File: src/rtl/pipeline_fg_coord_if.sv
// rtl/pipeline_fg_coord_if.sv - pixel coordinate in/out bundle for the foreground coordinate stage
interface pipeline_fg_coord_if #(
    parameter int PRECISION = 11
);
    logic                 in_valid;
    logic [PRECISION-1:0] in_x;
    logic [PRECISION-1:0] in_y;
    logic                 out_valid;
    logic [PRECISION-1:0] out_fg_x;
    logic [PRECISION-1:0] out_fg_y;
    logic                 out_fg_active;
    logic [1:0]           out_overlay_mode;

    modport master (
        output in_valid, in_x, in_y,
        input  out_valid, out_fg_x, out_fg_y, out_fg_active, out_overlay_mode
    );

    modport slave (
        input  in_valid, in_x, in_y,
        output out_valid, out_fg_x, out_fg_y, out_fg_active, out_overlay_mode
    );
endinterface

File: src/rtl/pipeline_fg_coord.sv
// rtl/pipeline_fg_coord.sv - maps output pixel coordinates to foreground source coordinates, 3-cycle latency
module pipeline_fg_coord #(
    parameter int PRECISION = 11,
    parameter int FG_WIDTH  = 640,
    parameter int FG_HEIGHT = 480
) (
    input  logic                        clk,
    input  logic                        rst,
    input  logic [1:0]                  ctrl_overlay_mode,
    input  logic [1:0]                  ctrl_fg_scale,
    input  logic signed [PRECISION:0]   ctrl_fg_offset_x,
    input  logic signed [PRECISION:0]   ctrl_fg_offset_y,
    input  logic [PRECISION-1:0]        ctrl_fg_clip_left,
    input  logic [PRECISION-1:0]        ctrl_fg_clip_right,
    input  logic [PRECISION-1:0]        ctrl_fg_clip_top,
    input  logic [PRECISION-1:0]        ctrl_fg_clip_bottom,
    input  logic                        frame_start,
    pipeline_fg_coord_if.slave          pix
);
    localparam int W = PRECISION + 2;
    localparam logic signed [W-1:0] FG_W = W'(FG_WIDTH);
    localparam logic signed [W-1:0] FG_H = W'(FG_HEIGHT);

    // Shadow copies of the control registers, stable for a whole frame
    logic [1:0]                sh_mode;
    logic [1:0]                sh_scale;
    logic signed [PRECISION:0] sh_off_x;
    logic signed [PRECISION:0] sh_off_y;
    logic [PRECISION-1:0]      sh_clip_l, sh_clip_r, sh_clip_t, sh_clip_b;

    // Stage 1: offset-subtracted coordinates plus the controls that go with this pixel
    logic                  s1_valid;
    logic signed [W-1:0]   s1_dx, s1_dy;
    logic [1:0]            s1_mode, s1_scale;
    logic [PRECISION-1:0]  s1_clip_l, s1_clip_r, s1_clip_t, s1_clip_b;

    // Stage 2: scaled coordinates
    logic                  s2_valid;
    logic signed [W-1:0]   s2_sx, s2_sy;
    logic [1:0]            s2_mode;
    logic [PRECISION-1:0]  s2_clip_l, s2_clip_r, s2_clip_t, s2_clip_b;

    logic signed [W-1:0]   dx_next, dy_next;
    logic signed [W-1:0]   bound_r, bound_b, lim_l, lim_t;
    logic                  active_next;

    // Latch live controls at the frame boundary; pixels on the same edge still see the old copy
    always_ff @(posedge clk) begin
        if (rst) begin
            sh_mode   <= '0;
            sh_scale  <= '0;
            sh_off_x  <= '0;
            sh_off_y  <= '0;
            sh_clip_l <= '0;
            sh_clip_r <= '0;
            sh_clip_t <= '0;
            sh_clip_b <= '0;
        end else if (frame_start) begin
            sh_mode   <= ctrl_overlay_mode;
            sh_scale  <= ctrl_fg_scale;
            sh_off_x  <= ctrl_fg_offset_x;
            sh_off_y  <= ctrl_fg_offset_y;
            sh_clip_l <= ctrl_fg_clip_left;
            sh_clip_r <= ctrl_fg_clip_right;
            sh_clip_t <= ctrl_fg_clip_top;
            sh_clip_b <= ctrl_fg_clip_bottom;
        end
    end

    // Two extra bits of headroom make the subtraction overflow-free
    always_comb begin
        dx_next = $signed({2'b00, pix.in_x}) - $signed({sh_off_x[PRECISION], sh_off_x});
        dy_next = $signed({2'b00, pix.in_y}) - $signed({sh_off_y[PRECISION], sh_off_y});
    end

    // Stage 1 register: offset subtraction
    always_ff @(posedge clk) begin
        if (rst) begin
            s1_valid  <= 1'b0;
            s1_dx     <= '0;
            s1_dy     <= '0;
            s1_mode   <= '0;
            s1_scale  <= '0;
            s1_clip_l <= '0;
            s1_clip_r <= '0;
            s1_clip_t <= '0;
            s1_clip_b <= '0;
        end else begin
            s1_valid  <= pix.in_valid;
            s1_dx     <= dx_next;
            s1_dy     <= dy_next;
            s1_mode   <= sh_mode;
            s1_scale  <= sh_scale;
            s1_clip_l <= sh_clip_l;
            s1_clip_r <= sh_clip_r;
            s1_clip_t <= sh_clip_t;
            s1_clip_b <= sh_clip_b;
        end
    end

    // Stage 2 register: arithmetic downscale keeps negative coordinates negative
    always_ff @(posedge clk) begin
        if (rst) begin
            s2_valid  <= 1'b0;
            s2_sx     <= '0;
            s2_sy     <= '0;
            s2_mode   <= '0;
            s2_clip_l <= '0;
            s2_clip_r <= '0;
            s2_clip_t <= '0;
            s2_clip_b <= '0;
        end else begin
            s2_valid  <= s1_valid;
            s2_sx     <= s1_dx >>> s1_scale;
            s2_sy     <= s1_dy >>> s1_scale;
            s2_mode   <= s1_mode;
            s2_clip_l <= s1_clip_l;
            s2_clip_r <= s1_clip_r;
            s2_clip_t <= s1_clip_t;
            s2_clip_b <= s1_clip_b;
        end
    end

    // Visibility window: clip bounds are signed so an oversized clip simply empties the window
    always_comb begin
        lim_l   = $signed({2'b00, s2_clip_l});
        lim_t   = $signed({2'b00, s2_clip_t});
        bound_r = FG_W - $signed({2'b00, s2_clip_r});
        bound_b = FG_H - $signed({2'b00, s2_clip_b});
        active_next = (s2_mode != 2'd0)
                    && (s2_sx >= lim_l) && (s2_sx < bound_r)
                    && (s2_sy >= lim_t) && (s2_sy < bound_b)
                    && (s2_sx >= 0) && (s2_sy >= 0)
                    && (s2_sx < FG_W) && (s2_sy < FG_H);
    end

    // Stage 3 register: outputs, coordinates forced to zero unless the foreground is shown
    always_ff @(posedge clk) begin
        if (rst) begin
            pix.out_valid        <= 1'b0;
            pix.out_fg_active    <= 1'b0;
            pix.out_fg_x         <= '0;
            pix.out_fg_y         <= '0;
            pix.out_overlay_mode <= '0;
        end else begin
            pix.out_valid        <= s2_valid;
            pix.out_fg_active    <= s2_valid && active_next;
            pix.out_fg_x         <= (s2_valid && active_next) ? s2_sx[PRECISION-1:0] : '0;
            pix.out_fg_y         <= (s2_valid && active_next) ? s2_sy[PRECISION-1:0] : '0;
            pix.out_overlay_mode <= s2_valid ? s2_mode : 2'd0;
        end
    end
endmodule

File: src/flat_wrapper.sv
// flat-port wrapper written by rule: the top's interface ports become plain ports
module pipeline_fg_coord_flat 
#(
    parameter int PRECISION = 11,
    parameter int FG_WIDTH  = 640,
    parameter int FG_HEIGHT = 480
)
  (clk, rst, ctrl_overlay_mode, ctrl_fg_scale, ctrl_fg_offset_x, ctrl_fg_offset_y, ctrl_fg_clip_left, ctrl_fg_clip_right, ctrl_fg_clip_top, ctrl_fg_clip_bottom, frame_start, pix_in_valid, pix_in_x, pix_in_y, pix_out_valid, pix_out_fg_x, pix_out_fg_y, pix_out_fg_active, pix_out_overlay_mode);
  pipeline_fg_coord_if #(.PRECISION(PRECISION)) pix_i ();
  input  logic clk;
  input  logic rst;
  input  logic [1:0] ctrl_overlay_mode;
  input  logic [1:0] ctrl_fg_scale;
  input  logic signed [PRECISION:0] ctrl_fg_offset_x;
  input  logic signed [PRECISION:0] ctrl_fg_offset_y;
  input  logic [PRECISION-1:0] ctrl_fg_clip_left;
  input  logic [PRECISION-1:0] ctrl_fg_clip_right;
  input  logic [PRECISION-1:0] ctrl_fg_clip_top;
  input  logic [PRECISION-1:0] ctrl_fg_clip_bottom;
  input  logic frame_start;
  input wire logic [$bits(pix_i.in_valid)-1:0] pix_in_valid;
  input wire logic [$bits(pix_i.in_x)-1:0] pix_in_x;
  input wire logic [$bits(pix_i.in_y)-1:0] pix_in_y;
  output wire logic [$bits(pix_i.out_valid)-1:0] pix_out_valid;
  output wire logic [$bits(pix_i.out_fg_x)-1:0] pix_out_fg_x;
  output wire logic [$bits(pix_i.out_fg_y)-1:0] pix_out_fg_y;
  output wire logic [$bits(pix_i.out_fg_active)-1:0] pix_out_fg_active;
  output wire logic [$bits(pix_i.out_overlay_mode)-1:0] pix_out_overlay_mode;
  assign pix_i.in_valid = pix_in_valid;
  assign pix_i.in_x = pix_in_x;
  assign pix_i.in_y = pix_in_y;
  assign pix_out_valid = pix_i.out_valid;
  assign pix_out_fg_x = pix_i.out_fg_x;
  assign pix_out_fg_y = pix_i.out_fg_y;
  assign pix_out_fg_active = pix_i.out_fg_active;
  assign pix_out_overlay_mode = pix_i.out_overlay_mode;
  pipeline_fg_coord #(.PRECISION(PRECISION), .FG_WIDTH(FG_WIDTH), .FG_HEIGHT(FG_HEIGHT)) u_core (.clk(clk), .rst(rst), .ctrl_overlay_mode(ctrl_overlay_mode), .ctrl_fg_scale(ctrl_fg_scale), .ctrl_fg_offset_x(ctrl_fg_offset_x), .ctrl_fg_offset_y(ctrl_fg_offset_y), .ctrl_fg_clip_left(ctrl_fg_clip_left), .ctrl_fg_clip_right(ctrl_fg_clip_right), .ctrl_fg_clip_top(ctrl_fg_clip_top), .ctrl_fg_clip_bottom(ctrl_fg_clip_bottom), .frame_start(frame_start), .pix(pix_i));
endmodule
File: config.mk
export PLATFORM = sky130hd
export DESIGN_NAME = pipeline_fg_coord_flat
export DESIGN_NICKNAME = d
export VERILOG_FILES = /design/src/rtl/pipeline_fg_coord_if.sv /design/src/rtl/pipeline_fg_coord.sv /design/src/flat_wrapper.sv
export SDC_FILE = /design/constraint.sdc
export NUM_CORES = 1
export LEC_CHECK = 0
export CORE_MARGIN = 2
export CORE_UTILIZATION = 36
export CTS_BUF_LIST = sky130_fd_sc_hd__clkbuf_4 sky130_fd_sc_hd__clkbuf_8
export CTS_CLUSTER_SIZE = 40
export DETAILED_ROUTE_END_ITERATION = 16
export GPL_ROUTABILITY_DRIVEN = 0
export SKIP_LAST_GASP = 1
export SLEW_MARGIN = 10
export SYNTH_ARGS = -nofsm -noshare
export SYNTH_HDL_FRONTEND = slang
export SYNTH_SLANG_ARGS = --single-unit
File: constraint.sdc
create_clock -name clk -period 6.3 [get_ports clk]
set_input_delay 0.945 -clock clk [delete_from_list [all_inputs] [get_ports clk]]
set_output_delay 0.945 -clock clk [all_outputs]
set_load 0.005 [all_outputs]
==> flow_metrics.py <==
metrics = {
    "die": {
        "die_h_um": 171,
        "fp-row-count": 61,
        "initial_core_util": 0.364,
        "ios": 124,
        "dieWidth_um": 171,
        "die_area_mm2": 0.0293,
        "core_mm2": 0.0276,
    },
    "final_layout": {
        "fillers": 2698,
        "final_cell_mix": "dfxtp_1, nor2b_1, clkdlybuf4s50_1, nor2_1, mux2i_1",
        "finalNetCount": 1267,
        "n_antenna_cell": 0,
        "synthToLayoutAreaGrowth_pct": 23.7,
        "layout-drive-gt1-share": 0.0875,
        "layout_commonest_cell": "dfxtp_1",
    },
    "worst_setup_path": {
        "path_max_fanout": 20,
        "regToRegSetupSlack_ps": 3060,
        "path_cells": "or3_1 > or3b_1 > o21a_1 > o21ai_1 > xor2_1 > ha_1 > a21o_1 > a21oi_1 > mux2i_1 > a2111oi_2 > o2111a_2 > and2_1",
        "slowest_stage": "o2111a_2",
        "start_kind": "flip-flop",
        "endpoint_kind": "flip-flop",
        "crit_type": "flip-flop to flip-flop",
        "worstPathRequired_ps": 6780,
        "slowest_delay_ps": 450,
        "worstPathArrival_ps": 3720,
    },
    "run": {
        "cap_violations": 0,
    },
    "detailed_routing": {
        "postRouteAntennaNets": 0,
        "wl_um": 20000,
        "drc": 0,
        "vias_per_cell": 4.54,
        "drtIter0Drc": 274,
        "vias": 6799,
        "dr.pass1.iters": 4,
        "wl_per_cell_um": 13.4,
    },
    "global_routing": {
        "grt_pass1_vias": 6824,
        "grt_max_degree": 127,
        "grt_pass1_wl_um": 33200,
        "grtUsageMet3": 0.0331,
        "grtUsageTotal": 0.141,
        "grtUsageMet1": 0.181,
        "grt_util_met2": 0.227,
        "top_usage_layer": "met2",
        "antenna_found_initial": 0,
        "overflow": 0,
    },
    "clock_network": {
        "htreeDepth": 2,
        "cts_buffers": 41,
        "post_cts_buffers": 0,
        "clock-root-buffer": "clkbuf_8",
        "path_clk_slew_ps": 60,
        "cts.repair.resized": 0,
        "cts_sinks": 246,
        "insertion_delay_ps": 540,
        "cts_buffer_depth": 3,
        "tritoncts": "built",
        "holdBufCountCts": 0,
    },
    "sta": {
        "clock_skew_ps": 18.6,
        "tns_ps": 0,
        "maxSlewViolCount": 0,
        "fin_crit_sh": 0.514,
        "rsz0062_at_grt": "false",
        "min_period_ps": 3240,
        "max_clock_freq_mhz": 309,
        "setup_viol": 0,
        "worst_pin_slew_ps": 927,
        "hold_viol": 0,
        "relSlewSlack": 0.382,
    },
    "place": {
        "port_buffers": 123,
        "hpwl_um": 14400,
    },
    "power": {
        "p_per_area_mw_per_mm2": 285,
        "peakVddDrop_mv": 0.119,
        "total_power_mw": 3.55,
        "leakagePower_nw": 5.14,
    },
    "logic_synthesis": {
        "avgSynthCellArea_um2": 10.4,
        "synthArstFlopShare": 0,
        "ys.flop_type": "dfxtp_1",
        "yosysUniqueCellTypes": 53,
        "syn-instance-count": 965,
        "synth-edff-count": 0,
        "yosysWarnings": 0,
        "syn_area_mm2": 0.0101,
        "ys_ff_latch": 246,
        "ys_seq_area_frac": 0.489,
    },
    "min_path": {
        "hold_class": "flip-flop to flip-flop",
    },
    "status": {
        "status": "completed",
    },
}
-- critical path: cells and delay by family, from the launching register on --
| family | cells | cell delay (ps) |
|---|---|---|
| xor gates and xnor gates | 1 | 170 |
| and+or+nand+nor | 3 | 980 |
| muxes | 1 | 90 |
| DFF | 1 | 330 |
| adders and majority gates | 1 | 260 |
| AOI/OAI and AO/OA | 6 | 1330 |
-- cell families after synthesis --
family	count (synthesis)	share of synthesized area
AO/OA/AOI/OAI	92	0.0603
buffers and inverters	94	0.0369
XOR/XNOR	35	0.0305
other	1	0.000373
AND/OR/NAND/NOR	330	0.172
multiplexers	95	0.119
adder cells (fa/ha/maj)	72	0.0910
flip-flops	246	0.489
-- state kept, by name, indices dropped and copies added, names as in the netlist, 12 cells and up --
signal,count
u_core.s2_sy,13
u_core.s1_dx,13
u_core.sh_off_y,12
u_core.s2_sx,13
u_core.s1_dy,13
u_core.sh_off_x,12
-- path summary, 6_finish.rpt --
kind	end	cells past startpoint	from
worst max-delay path	u_core.pix.out_fg_x[5]$_SDFF_PP0_	12	u_core.s2_clip_r[3]$_SDFF_PP0_
worst min-delay path	u_core.s2_clip_r[0]$_SDFF_PP0_	1	u_core.s1_clip_r[0]$_SDFF_PP0_
worst max register to register	u_core.pix.out_fg_x[5]$_SDFF_PP0_	12	u_core.s2_clip_r[3]$_SDFF_PP0_
worst min register to register	u_core.s2_clip_r[0]$_SDFF_PP0_	1	u_core.s1_clip_r[0]$_SDFF_PP0_
-- metal layers --
metal  routed length, um  part of all wire
met1                9340              0.47
met2                8910              0.44
met3                1110             0.055
met4                 680             0.034
met5                   0                 0
-- power by group --
part	total, mW	internal (mW)	switching (mW)
clock network	1.39	0.801	0.585
registers	1.70	1.64	0.0619
logic	0.454	0.248	0.206
total	3.55	2.69	0.853
-- stage by stage --
stage	hold WS, ps	std cells	area, um^2	setup slack (ps)	util
after detailed placement	422	1432	11600	3060	0.421
after global routing	450	1498	12400	2700	0.450
after floorplan	414	967	10100	3390	-
after CTS	435	1498	12400	3050	0.450
final	417	1498	12400	3060	0.450
after global placement	422	1432	11600	3090	0.421
-- Yosys cell counts, drive strengths merged, types with 6 or more instances --
| cell | n | share of area |
|---|---|---|
| o21ai | 21 | 0.010 |
| nor2b | 124 | 0.077 |
| dfxtp | 246 | 0.49 |
| clkbuf | 32 | 0.012 |
| buf | 8 | 0.0048 |
| a21o | 7 | 0.0052 |
| nand2 | 19 | 0.0071 |
| and2 | 24 | 0.015 |
| mux2i | 75 | 0.075 |
| a21oi | 19 | 0.0095 |
| xnor2 | 20 | 0.017 |
| mux4 | 20 | 0.045 |
| o21a | 6 | 0.0045 |
| a31oi | 8 | 0.0050 |
| nor2 | 116 | 0.043 |
| inv | 54 | 0.020 |
| xor2 | 15 | 0.013 |
| ha | 70 | 0.087 |
| nand2b | 6 | 0.0037 |
| a211oi | 9 | 0.0067 |
| nor3 | 11 | 0.0055 |
-- layout make-up --
class,count,area (um^2),share of cell area
flip-flops and latches,246,4920,0.396
multi-input cells,627,4770,0.384
repair buffers,127,1260,0.101
clock buffers,62,759,0.0610
well taps,378,473,0.0380
inverters,54,203,0.0163
clock inverters,4,50.0,0.00402
No activity file was read; power rests on OpenSTA's default activity.
